File: config.mk
export PLATFORM = sky130hd
export DESIGN_NAME = pipe_stage_flat
export DESIGN_NICKNAME = d
export VERILOG_FILES = /design/src/rtl/pipe_stage_if.sv /design/src/rtl/pipe_stage.sv /design/src/flat_wrapper.sv
export SDC_FILE = /design/constraint.sdc
export NUM_CORES = 1
export LEC_CHECK = 0
export BUFFER_PORTS_ARGS = -buffer_cell sky130_fd_sc_hd__buf_2
export CORE_UTILIZATION = 54
export DETAILED_ROUTE_END_ITERATION = 10
export PLACE_DENSITY = 0.85
export SLEW_MARGIN = 20
export SYNTH_ARGS = -nofsm -noshare
export SYNTH_HDL_FRONTEND = slang
export SYNTH_SLANG_ARGS = --single-unit
File: constraint.sdc
create_clock -name clk -period 8.96 [get_ports clk]
set_input_delay 0.896 -clock clk [delete_from_list [all_inputs] [get_ports clk]]
set_output_delay 0.896 -clock clk [all_outputs]
set_load 0.1 [all_outputs]
File: src/rtl/pipe_stage_if.sv
// Valid/ready handshake bundle carrying one payload word per transfer.
//   valid : producer offers data this cycle
//   data  : payload, WIDTH bits
//   ready : consumer can take the payload this cycle
// master drives valid/data, slave drives ready.
interface pipe_stage_if #(
  parameter int unsigned WIDTH = 96
);
  logic             valid;
  logic [WIDTH-1:0] data;
  logic             ready;

  modport master (output valid, output data, input ready);
  modport slave  (input valid, input data, output ready);
endinterface

File: src/rtl/pipe_stage.sv
// Two-entry skid-buffer pipeline stage with flush and performance counters.
//   clk, reset : rising-edge clock, asynchronous active-high reset
//   flush      : synchronous kill of held entries (input offered that cycle is dropped)
//   clr_cnt    : synchronous clear of both counters
//   up         : upstream handshake (up.ready is the stage's in_ready)
//   dn         : downstream handshake (dn.data is the head entry, NOP when empty)
//   occ        : number of entries held (0..2)
//   stall_cnt  : saturating count of cycles with a valid head and no downstream ready
//   flush_cnt  : saturating count of flushes that killed at least one entry
// All outputs come straight from flops; out_ready never reaches in_ready combinationally.
module pipe_stage #(
  parameter int unsigned      WIDTH = 96,
  parameter logic [WIDTH-1:0] NOP   = '0,
  parameter int unsigned      CNT_W = 16
) (
  input  logic                clk,
  input  logic                reset,
  input  logic                flush,
  input  logic                clr_cnt,
  pipe_stage_if.slave         up,
  pipe_stage_if.master        dn,
  output logic [1:0]          occ,
  output logic [CNT_W-1:0]    stall_cnt,
  output logic [CNT_W-1:0]    flush_cnt
);

  // Encoding doubles as the occupancy count.
  typedef enum logic [1:0] {
    EMPTY = 2'd0,
    ONE   = 2'd1,
    TWO   = 2'd2
  } state_t;

  state_t           state, state_nxt;
  logic [WIDTH-1:0] main_q, main_nxt;
  logic [WIDTH-1:0] skid_q, skid_nxt;
  logic             in_ready_q;
  logic             out_valid_q;
  logic             accept;
  logic             drain;

  assign accept   = up.valid & in_ready_q;
  assign drain    = out_valid_q & dn.ready;

  assign up.ready = in_ready_q;
  assign dn.valid = out_valid_q;
  assign dn.data  = main_q;
  assign occ      = 2'(state);

  // Next-state and datapath selection; flush overrides every transition.
  always_comb begin
    state_nxt = state;
    main_nxt  = main_q;
    skid_nxt  = skid_q;
    if (flush) begin
      state_nxt = EMPTY;
      main_nxt  = NOP;
      skid_nxt  = NOP;
    end else begin
      unique case (state)
        EMPTY: begin
          if (accept) begin
            state_nxt = ONE;
            main_nxt  = up.data;
          end
        end
        ONE: begin
          if (accept && drain) begin
            main_nxt  = up.data;
          end else if (accept) begin
            state_nxt = TWO;
            skid_nxt  = up.data;
          end else if (drain) begin
            state_nxt = EMPTY;
            main_nxt  = NOP;
          end
        end
        TWO: begin
          if (drain) begin
            state_nxt = ONE;
            main_nxt  = skid_q;
            skid_nxt  = NOP;
          end
        end
        default: begin
          state_nxt = EMPTY;
          main_nxt  = NOP;
          skid_nxt  = NOP;
        end
      endcase
    end
  end

  // State, payload and handshake flags; flags are precomputed from the next state.
  always_ff @(posedge clk or posedge reset) begin
    if (reset) begin
      state       <= EMPTY;
      main_q      <= NOP;
      skid_q      <= NOP;
      in_ready_q  <= 1'b1;
      out_valid_q <= 1'b0;
    end else begin
      state       <= state_nxt;
      main_q      <= main_nxt;
      skid_q      <= skid_nxt;
      in_ready_q  <= (state_nxt != TWO);
      out_valid_q <= (state_nxt != EMPTY);
    end
  end

  // Saturating performance counters; clear wins over increment.
  always_ff @(posedge clk or posedge reset) begin
    if (reset) begin
      stall_cnt <= '0;
      flush_cnt <= '0;
    end else if (clr_cnt) begin
      stall_cnt <= '0;
      flush_cnt <= '0;
    end else begin
      if (out_valid_q && !dn.ready && !flush && (stall_cnt != '1)) begin
        stall_cnt <= stall_cnt + CNT_W'(1);
      end
      if (flush && (state != EMPTY) && (flush_cnt != '1)) begin
        flush_cnt <= flush_cnt + CNT_W'(1);
      end
    end
  end

endmodule

File: src/flat_wrapper.sv
// flat-port wrapper written by rule: the top's interface ports become plain ports
module pipe_stage_flat 
#(
  parameter int unsigned      WIDTH = 96,
  parameter logic [WIDTH-1:0] NOP   = '0,
  parameter int unsigned      CNT_W = 16
)
  (clk, reset, flush, clr_cnt, occ, stall_cnt, flush_cnt, up_valid, up_data, up_ready, dn_valid, dn_data, dn_ready);
  pipe_stage_if #(.WIDTH(WIDTH)) up_i ();
  pipe_stage_if #(.WIDTH(WIDTH)) dn_i ();
  input  logic clk;
  input  logic reset;
  input  logic flush;
  input  logic clr_cnt;
  output logic [1:0] occ;
  output logic [CNT_W-1:0] stall_cnt;
  output logic [CNT_W-1:0] flush_cnt;
  input wire logic [$bits(up_i.valid)-1:0] up_valid;
  input wire logic [$bits(up_i.data)-1:0] up_data;
  output wire logic [$bits(up_i.ready)-1:0] up_ready;
  output wire logic [$bits(dn_i.valid)-1:0] dn_valid;
  output wire logic [$bits(dn_i.data)-1:0] dn_data;
  input wire logic [$bits(dn_i.ready)-1:0] dn_ready;
  assign up_i.valid = up_valid;
  assign up_i.data = up_data;
  assign up_ready = up_i.ready;
  assign dn_valid = dn_i.valid;
  assign dn_data = dn_i.data;
  assign dn_i.ready = dn_ready;
  pipe_stage #(.WIDTH(WIDTH), .NOP(NOP), .CNT_W(CNT_W)) u_core (.clk(clk), .reset(reset), .flush(flush), .clr_cnt(clr_cnt), .up(up_i), .dn(dn_i), .occ(occ), .stall_cnt(stall_cnt), .flush_cnt(flush_cnt));
endmodule
# Word-level counts from Yosys, hierarchy flattened
# Cells that the tools add are included.
# word_totals
register_bits	228
latchBits	0
mem_bits_rw	0
mem_bits_ro	0
output_inout_bits	132
wordCells	59
n_memories	0
# op_classes
addsub	2
multipliers	0
n_div	0
magnitude_cmp	0
n_eq_ne	12
shift	0
muxes	21
bitwise_logic	2
n_reduce_logical	15
# ops
cell	count
$mux W96	8
$pmux W96 S3	2
$mux W16	4
$add A16 B1 Y16 const B	2
$ne A16 B16 Y1 const B	2
$mux W2	6
$ne A3 B2 Y1 const B	3
$reduce_and A4 Y1	2
$reduce_bool A2 Y1	4
$logic_and A1 B1 Y1	6
$pmux W2 S3	1
$ne A2 B2 Y1 const B	2
$ne A4 B2 Y1 const B	1
$ne A4 B4 Y1 const B	1
$ne A3 B3 Y1 const B	1
$and A1 B1 Y1	2
$eq A2 B1 Y1 const B	1
$eq A2 B2 Y1 const B	1
$logic_not A1 Y1	2
$logic_not A2 Y1	1

# Longest topological paths before layout
# Gate-level depths: netlist of the first run.
# depth
word_depth	7
ltp_mapped	9
mapped_depth_nobuf	5

# Worst setup path after synthesis of the first run
# Ideal clock, no wire load.
# synth_path
path_kind	reg-to-reg
from	reg u_core.stall_cnt[6]
to	reg u_core.stall_cnt[13]
setup_ns	0.078
arrival_ns	2.575
t_required_ns	8.882
slack_ns	6.307
stages_incl_launch_ff	6
path_buffers	1
period_less_slack_ns	2.653
path_cell_list	dfrtp_1 nand4_1 or4b_1 buf_2 or3_1 a21oi_1
# synth_via
elab_chain_cells	3
word_cells_on_any_way	6
# synth_rtl
element	line_no	text
from (decl)	pipe_stage.sv:23	output logic [CNT_W-1:0] stall_cnt,
from (signal assigned)	pipe_stage.sv:121	stall_cnt <= stall_cnt + CNT_W'(1);
$add A16 B1 Y16 / $ne A16 B16 Y1 (equally long branches)	pipe_stage.sv:121, pipe_stage.sv:120	
$mux W16 / $logic_and A1 B1 Y1 (equally long branches)	pipe_stage.sv:120	if (out_valid_q && !dn.ready && !flush && (stall_cnt != '1)) begin
$mux W16 / $reduce_bool A2 Y1 (equally long branches)	n/a	
# Parallel ways exist; a longest one is shown, timed or not. The select of a mux whose other input is x is not followed.
# A chain may end at the register's enable or synchronous reset.

# Worst setup path after layout of the first run
# layout_path
from	reg u_core.state[0] (netlist: u_core.occ[0])
to	out occ[0]
# layout_rtl
element	line_no	text
from (decl)	pipe_stage.sv:34	state_t state, state_nxt;
from (signal assigned)	pipe_stage.sv:103	state <= state_nxt;
to (decl)	flat_wrapper.sv:15	output logic [1:0] occ;
# No word-level cell between the ends.

==> metrics.cfg, run 1 <==
[worst_setup_path]
cp.required_ps=8060
crit_type=register to output port
cp_max_fo=10
cp.arrival_ps=1620
cp_top_family=flip-flops
cp_cell_sequence=buf_2
crit_slowest_cell=dfrtp_1
start_kind=register
critPathBufInv=1
slowest_delay_ps=600
end_kind=output port

[placed_design]
placed_cells=1373
place_area_mm2=0.0117
pre_cts_ws_ps=5610
portBuffers=233
dp_hpwl_um=15400
gp_congestion=0.864

[pwr]
cellLeakagePower_nw=6.23
p_per_area_mw_per_mm2=244
ir_drop_mv=0.162
p_total_mw=3.08

[timing]
finalSetupTns_ps=0
hold_viol=0
fmax_ghz=0.398
setup_viol=0
min_period_over_period_pct=28.1
setup_slack_ps=6440
hold_ws_ps=471
slew_headroom_pct=21.4
min_period_ps=2520
fin_skew_ps=12.6
rsz0062_at_grt=no
worst_pin_slew_ps=1180
drv_slew=0

[synthesis]
ys_types=45
synth_edf_count=0
avgSynthCellArea_um2=10.7
synthFlopType=dfrtp_1
syn_inst=972
synth-seq-area-share_pct=54.9
synth_area_mm2=0.0104
ys_ff_latch=228
syn_nets=1076
yosys_warnings=0
async_reset_ff_share_pct=100

[status]
outcome=finished, final reports clean

[final_layout]
drive_above_1_share_pct=25.6
nNetsFinal=1271
utilization_pct=67.3
syn_to_final_growth_pct=21.5
final_cell_area_mm2=0.0126
finalNonFillerCells=1422

[clocking]
cts_hold_buf=0
cts_tree=yes
cts_root_buf=clkbuf_16
post_cts_buffers=0
clk_pin_slew_ps=60
cts_inserted_buffers=25
cts-resized-gates=0
cts_sinks=228
clock_latency_ps=510
htreeDepth=1
cts_buffer_depth=3

[worst_hold_path]
hold_class=primary input to asynchronous set/reset pin

[global_routing]
track_usage_pct=25.7
grt-ovfl-total=0
grt_pass1_vias=8271
antenna_found_initial=2
grt_max_degree=151
grt_pass1_wl_um=41400

[routing]
drtAntennaViolNets=0
wl_um=25800
dr.first_iter.drc_count=494
via_per_inst=5.91
vias=8408
avgRoutedWirePerCell_um=18.2
drc_errors=0
firstDrtPassIters=5

[floorplanning]
die_area_mm2=0.0198
start_util_pct=55.4
die_w_um=141
std_cell_rows=50
core_area_mm2=0.0188
ios=234
die_h_um=141

[run]
cap_viol_max_count=0

==> layer usage <==
metal / up-vias / GRT usage, % / share of wire, %
met5: - / 0 / 0
met4: 0 / 10.3 / 2.8
met3: 49 / 3.33 / 5.7
met2: 289 / 41.2 / 48
met1: 4215 / 35.8 / 43
li1: 3855 / - / -
==> final cells by class <==
type | instances | area (µm²)
diodes | 2 | 5.00
clock buffers | 35 | 713
clock inverters | 11 | 195
fillers | 1399 | 6130
inverters | 103 | 399
multi-input cells | 567 | 4060
flip-flops and latches | 228 | 5710
well taps | 234 | 293
repair buffers | 242 | 1260
==> placed cells by master, fill, tap and decap left out, drive strengths merged, types with 5 or more instances in the layout <==
master / netlist / layout
a21oi: 21 / 21
a22oi: 96 / 96
buf: 18 / 242
bufinv: 0 / 5
clkbuf: 56 / 35
clkinv: 0 / 6
dfrtp: 227 / 227
inv: 103 / 103
mux2: 9 / 9
mux2i: 98 / 98
nand2: 111 / 111
nand3: 13 / 13
nand4: 10 / 10
nor2: 15 / 15
nor2b: 11 / 11
nor3: 12 / 12
nor4: 7 / 7
o21ai: 11 / 11
o2bb2ai: 96 / 96
or3: 9 / 9
==> where the power goes <==
part	internal, mW	switching (mW)	total, mW
Sequential	1.11	0.0558	1.17
Clock	0.702	0.421	1.12
Combinational	0.159	0.631	0.789
==> registers in the layout, summed over array words and instances (netlist names) <==
signal            flops
u_core.dn.data       96
u_core.skid_q        96
u_core.up.ready       1
u_core.dn.valid       1
u_core.occ            2
u_core.stall_cnt     16
u_core.flush_cnt     16
==> Yosys cell counts, types with 3 or more instances <==
master | count | share of area [%]
nand2b_1 | 3 | 0.18
dfrtp_1 | 227 | 55
or4_1 | 3 | 0.22
a21oi_1 | 21 | 1.0
o21ai_0 | 11 | 0.53
o31ai_1 | 3 | 0.22
a31oi_1 | 4 | 0.24
nor4_1 | 7 | 0.42
o21a_1 | 4 | 0.29
and4_1 | 3 | 0.25
or3_1 | 9 | 0.54
a311oi_1 | 3 | 0.25
buf_1 | 10 | 0.36
a22oi_1 | 96 | 6.9
nor2_1 | 15 | 0.54
clkbuf_1 | 56 | 2.0
mux2_2 | 9 | 0.98
and3_1 | 4 | 0.24
nand3_1 | 13 | 0.63
nor2b_1 | 11 | 0.66
buf_2 | 7 | 0.34
nand2_1 | 111 | 4.0
mux2i_1 | 98 | 9.4
o2bb2ai_1 | 96 | 8.1
nand4_1 | 10 | 0.60
inv_1 | 103 | 3.7
nor3_1 | 12 | 0.58
==> final timing paths <==
path                                                start                        endpoint  slack [ps]  cells past startpoint
max                               u_core.occ[0]$_DFF_PP0_                          occ[0]        6440                      1
min                                                 reset  u_core.dn.data[88]$_DFFE_PP0P_         470                      2
max reg2reg                     u_core.up.ready$_DFF_PP1_   u_core.dn.data[9]$_DFFE_PP0P_        6470                      6
min reg2reg                u_core.dn.data[66]$_DFFE_PP0P_  u_core.dn.data[66]$_DFFE_PP0P_         480                      1
max in group asynchronous                           reset  u_core.dn.data[52]$_DFFE_PP0P_        7300                      3
min in group clk           u_core.dn.data[66]$_DFFE_PP0P_  u_core.dn.data[66]$_DFFE_PP0P_         480                      1
==> cell families (layout without fill, tap and decap cells) <==
kind of cell | count (synthesis) | count (layout) | share of synthesized area [%]
AOI/OAI and AO/OA | 249 | 249 | 18.4
and+or+nand+nor | 209 | 209 | 9.46
adders and majority gates | 2 | 2 | 0.241
DFF | 228 | 228 | 54.9
buffers and inverters | 177 | 391 | 6.55
other | 0 | 2 | 0
muxes | 107 | 107 | 10.4
Note: power is estimated with default switching activity, not from simulation.
==> inputs of run 2 (changes only) <==
--- a/config.mk
+++ b/config.mk
@@ -6,9 +6,9 @@
 export NUM_CORES = 1
 export LEC_CHECK = 0
 export BUFFER_PORTS_ARGS = -buffer_cell sky130_fd_sc_hd__buf_2
-export CORE_UTILIZATION = 54
+export CORE_UTILIZATION = 49
 export DETAILED_ROUTE_END_ITERATION = 10
-export PLACE_DENSITY = 0.85
+export PLACE_DENSITY = 0.81
 export SLEW_MARGIN = 20
 export SYNTH_ARGS = -nofsm -noshare
 export SYNTH_HDL_FRONTEND = slang
==> constraint.sdc (replaced) <==
create_clock -name clk -period 2.15 [get_ports clk]
set_input_delay 0.215 -clock clk [delete_from_list [all_inputs] [get_ports clk]]
set_output_delay 0.215 -clock clk [all_outputs]
set_load 0.1 [all_outputs]
==> metrics.cfg, run 2 (synthesis gave the netlist of run 1 again) <==
[clocking]
cts_buffer_depth=3  ; unchanged
cts_sinks=228  ; unchanged
cts_root_buf=clkbuf_16
clock_latency_ps=520  ; about the same
cts_tree=yes
cts_inserted_buffers=25  ; unchanged
clk_pin_slew_ps=60  ; about the same
htreeDepth=1  ; unchanged

[pwr]
ir_drop_mv=0.602  ; +270%
cellLeakagePower_nw=6.70  ; +7.6%
p_per_area_mw_per_mm2=906  ; +270%
p_total_mw=12.5  ; +310%

[final_layout]
layout_common_cells=buf_2 (233), dfrtp_1 (227), nand2_1 (111), inv_1 (102), mux2i_1 (98)
syn_to_final_growth_pct=32.5
multi_input_area_mm2=0.00406  ; unchanged
register_area_mm2=0.00571  ; unchanged
fillers=1472  ; +5.2%
mostFrequentLayoutCell=buf_2
nNetsFinal=1388  ; +9.2%
drive_above_1_share_pct=24.6  ; -1.0 points

[worst_setup_path]
endpoint=u_core.dn.data[41]$_DFFE_PP0P_
reg2reg_setup_slack_ps=160  ; -6310 ps
end_kind=register
worstReg2RegStart=u_core.up.ready$_DFF_PP1_
start_kind=register
cp.required_ps=2570  ; -5490 ps
crit_type=register to register
cp.arrival_ps=2410  ; +790 ps
rr_endpoint=u_core.dn.data[41]$_DFFE_PP0P_
ff2ff_path_depth=5  ; -1
cp_max_fo=44  ; +34
cp-startpoint=u_core.up.ready$_DFF_PP1_

[floorplanning]
start_util_pct=50.7  ; -4.7 points
std_cell_rows=52  ; +4.0%
die_h_um=148  ; +4.9%
die_area_mm2=0.0218  ; +10%
ios=234  ; unchanged
die_w_um=148  ; +4.9%
core_area_mm2=0.0205  ; +9.2%

[routing]
via_per_inst=5.76  ; -2.5%
vias=9068  ; +7.8%
firstDrtPassIters=5  ; unchanged
wl_um=29500  ; +14%
drtAntennaViolNets=0  ; unchanged
drc_errors=0  ; unchanged
avgRoutedWirePerCell_um=18.8  ; +3.3%
dr.first_iter.drc_count=603  ; +22%

[global_routing]
grt_pass1_wl_um=47900  ; +16%
track_usage_pct=27.2  ; +1.5 points
grt_pass1_vias=9545  ; +15%
grt_max_degree=88  ; -42%
antenna_found_initial=1  ; -1
grt-ovfl-total=0  ; unchanged

[timing]
hold_viol=0  ; unchanged
drv_slew=0  ; unchanged
fmax_ghz=0.503
slew_headroom_pct=50.0  ; +29 points
setup_viol=0  ; unchanged
fin_skew_ps=10.1  ; -2.47 ps
min_period_ps=1990
worst_pin_slew_ps=750  ; -429 ps
setup_slack_ps=163  ; -6280 ps
finalSetupTns_ps=0  ; unchanged
rsz0062_at_grt=no
min_period_over_period_pct=92.4

[status]
outcome=finished, final reports clean

[placed_design]
gp_congestion=0.851  ; -1.5%
portBuffers=233  ; unchanged
dp_hpwl_um=16500  ; +7.3%
pre_cts_ws_ps=180  ; -5430 ps

[worst_hold_path]
hp-start=up_data[84]
hold_class=primary input to register

[run]
cap_viol_max_count=0  ; unchanged

run 2: through the flow:
stage	instances	hold slack, ps	utilization, %	area [µm²]
final	1573	27.4	67.2	13800
after global routing	1572	3.73	67.2	13800
after floorplan	972	352	-	10400
after CTS	1571	1.75	67.2	13800
after global placement	1431	250	58.8	12000
after detailed placement	1431	238	58.8	12000
run 2: timing repair:
item / 4_1_cts / 5_1_grt
resized for setup: 0 / 0
hold endpoints to repair: 129 / 0
setup buffers: 0 / 0
hold buffers: 96 / 0
run 2: per-layer routing:
layer / up-vias / track usage [%] / routed length, µm
met5: - / 0 / 0
met4: 0 / 11.5 / 1070
met1: 4524 / 34.3 / 12300
li1: 4093 / - / -
met3: 87 / 4.94 / 1850
met2: 364 / 46.1 / 14300
run 2: how the worst min path moves through the flow:
stage,end,slack (ps),depth (start not counted)
after floorplan,u_core.skid_q[0]$_DFFE_PP0P_,350,2
after global placement,u_core.skid_q[83]$_DFFE_PP0P_,250,2
after detailed placement,u_core.skid_q[83]$_DFFE_PP0P_,240,2
after CTS,u_core.skid_q[84]$_DFFE_PP0P_,2,3
after global routing,u_core.skid_q[84]$_DFFE_PP0P_,4,3
final,u_core.skid_q[84]$_DFFE_PP0P_,30,3
run 2: cell type report:
type | instances | area share, %
antenna | 2 | 0.0364
clock buffer | 37 | 5.16
clock inverter | 7 | 0.309
inverter | 103 | 2.84
multi-input combinational | 567 | 29.5
sequential | 228 | 41.4
tap | 270 | 2.45
timing repair buffer | 359 | 18.3
run 2: power by group:
group | switching, mW | internal (mW)
sequential | 0.236 | 4.63
combinational | 2.73 | 0.869
clock | 1.73 | 2.28
run 2: worst max-delay path, cell delays in order (launching register included):
cell,delay [ps]
dfstp_2,570
nand4_1,160
a21oi_4,450
buf_12,290
a22oi_1,140
o2bb2ai_1,250
==> inputs of run 3 (changes only) <==
--- a/config.mk
+++ b/config.mk
@@ -6,9 +6,10 @@
 export NUM_CORES = 1
 export LEC_CHECK = 0
 export BUFFER_PORTS_ARGS = -buffer_cell sky130_fd_sc_hd__buf_2
-export CORE_UTILIZATION = 49
+export CORE_UTILIZATION = 43
 export DETAILED_ROUTE_END_ITERATION = 10
-export PLACE_DENSITY = 0.81
+export PLACE_DENSITY = 0.73
+export SETUP_SLACK_MARGIN = 0.05
 export SLEW_MARGIN = 20
 export SYNTH_ARGS = -nofsm -noshare
 export SYNTH_HDL_FRONTEND = slang
==> metrics.cfg, run 3 (synthesis gave the netlist of run 1 again) <==
[status]
outcome=finished, final reports clean

[floorplanning]
start_util_pct=44.0  ; -6.7 points
ios=234  ; unchanged
die_w_um=157  ; +6.7%
die_h_um=157  ; +6.7%
std_cell_rows=56  ; +7.7%
die_area_mm2=0.0248  ; +14%
core_area_mm2=0.0236  ; +15%

[global_routing]
grt_pass1_wl_um=45300  ; -5.6%
grt-busiest-layer=met2
track_usage_pct=22.7  ; -4.5 points
antenna_found_initial=1  ; unchanged
use_met2_pct=38.8  ; -7.3 points
grt_max_degree=112  ; +27%
grt_util_met3_pct=4.54  ; -0.40 points
grt-ovfl-total=0  ; unchanged
grt_pass1_vias=9091  ; -4.8%
grt_use_met1_pct=28.7  ; -5.5 points

[run]
cap_viol_max_count=0  ; unchanged

[placed_design]
gp_congestion=0.873  ; +2.6%
dp_hpwl_um=16500  ; -0.41%
pre_cts_ws_ps=139  ; -40.7 ps
portBuffers=233  ; unchanged

[pwr]
p_sw_mw=4.69  ; about the same
intPower_mw=8.02  ; +3.0%
power_frac_clock_pct=33.5  ; +1.3 points
p_per_area_mw_per_mm2=913  ; +0.81%
cellLeakagePower_nw=6.73  ; +0.44%
ir_drop_mv=0.626  ; +4.0%
swShare_pct=36.9  ; -0.72 points
p_comb_share_pct=28.3  ; -0.5 points
p_seq_share_pct=38.2  ; -0.8 points

[final_layout]
mostFrequentLayoutCell=buf_2
nNetsFinal=1390  ; +0.14%
layout_common_cells=buf_2 (233), dfrtp_1 (227), nand2_1 (111), inv_1 (102), mux2i_1 (98)
utilization_pct=58.9  ; -8.3 points
fillers=1900  ; +29%
drive_above_1_share_pct=24.6  ; +0.039 points
syn_to_final_growth_pct=33.8

[worst_setup_path]
start_kind=register
crit_type=register to register
worstReg2RegStart=u_core.dn.valid$_DFF_PP0_
cp.arrival_ps=2440  ; +30 ps
end_kind=register
cp-startpoint=u_core.dn.valid$_DFF_PP0_
cp_max_fo=7  ; -84%
reg2reg_setup_slack_ps=160  ; about the same
cp.required_ps=2590  ; +20 ps

[clocking]
cts_sinks=228  ; unchanged
cts_buffer_depth=3  ; unchanged
htreeDepth=1  ; unchanged
cts_tree=yes
clk_pin_slew_ps=60  ; about the same
cts_root_buf=clkbuf_16
cts_inserted_buffers=26  ; +4.0%
clock_latency_ps=520  ; about the same

[timing]
setup_viol=0  ; unchanged
rsz0062_at_grt=no
fmax_ghz=0.502  ; -0.31%
slew_headroom_pct=58.1  ; +8.1 points
min_period_over_period_pct=92.7  ; +0.28 points
fin_skew_ps=7.40  ; -2.69 ps
hold_viol=0  ; unchanged
drv_slew=0  ; unchanged
setup_slack_ps=157  ; -6.10 ps
worst_pin_slew_ps=629  ; -121 ps
min_period_ps=1990  ; +6.10 ps

[routing]
vias=8904  ; -1.8%
wl_um=28500  ; -3.6%
drc_errors=0  ; unchanged
firstDrtPassIters=5  ; unchanged
dr.first_iter.drc_count=528  ; -12%
via_per_inst=5.49  ; -4.8%
avgRoutedWirePerCell_um=17.5  ; -6.5%
drtAntennaViolNets=0  ; unchanged

[worst_hold_path]
hold_class=primary input to register
hp-start=flush

run 3: cell types whose count changed in the layout (fill, tap and decap cells not counted), sizes merged:
cell         change
bufinv           +1
dlygate4sd3      +1
inv              -2
clkinv           -1
clkinvlp         +1
clkbuf           +2
diode            -1
run 3: repair_timing:
item / CTS / global route
buffers inserted: 0 / 0
hold endpoints to repair: 367 / 0
resized for setup: 0 / 1
hold buffers: 97 / 0
endpoints found under the setup margin: 0 / 1
run 3: final timing paths:
path | end | cells after the start
worst max-delay path | u_core.stall_cnt[13]$_DFFE_PP0P_ | 4
worst min-delay path | u_core.occ[0]$_DFF_PP0_ | 3
worst max register to register | u_core.stall_cnt[13]$_DFFE_PP0P_ | 4
worst min register to register | u_core.dn.data[3]$_DFFE_PP0P_ | 1
max in group asynchronous | u_core.dn.data[47]$_DFFE_PP0P_ | 4
min in group asynchronous | u_core.flush_cnt[11]$_DFFE_PP0P_ | 4
run 3: per-stage QoR:
step                      TNS, ps  instance area, µm²  hold WS [ps]  total power, mW  std cells
after global placement          0               12100           373             8.31       1480
after detailed placement        0               12100           374             8.36       1480
after global routing            0               13900          88.7             13.2       1623
after CTS                       0               13900          54.0             12.8       1622
after floorplan           -307450               10400           352             7.49        972
final                           0               13900          80.5             12.7       1623
run 3: worst max-delay path, stage by stage (launching register included):
cell and delay [ps]:
dfrtp_1 330, or3b_1 450, or4b_1 610, or3_1 390, a21oi_1 140
run 3: area by class of cell:
cell class / instances / area, µm² / share of cell area, %
antenna: 1 / 2.50 / 0.0180
clock buffer: 39 / 751 / 5.40
clock inverter: 6 / 57.6 / 0.414
inverter: 103 / 390 / 2.81
multi-input combinational: 567 / 4070 / 29.2
sequential: 228 / 5710 / 41.0
tap: 319 / 399 / 2.87
timing repair buffer: 360 / 2540 / 18.2
run 3: layer usage:
layer	vias up	wire length [µm]
met5	-	0
met1	4454	12400
met3	60	1710
met4	0	663
li1	4106	-
met2	284	13700
run 3: power groups by stage:
stage / Clock [mW] / Combinational, mW / Sequential, mW
CTS: 4.36 / 3.59 / 4.84
floorplan: 0 / 1.06 / 6.44
finish: 4.25 / 3.60 / 4.85
detailed placement: 0 / 3.45 / 4.91
global placement: 0 / 3.41 / 4.90
global route: 4.52 / 3.78 / 4.89
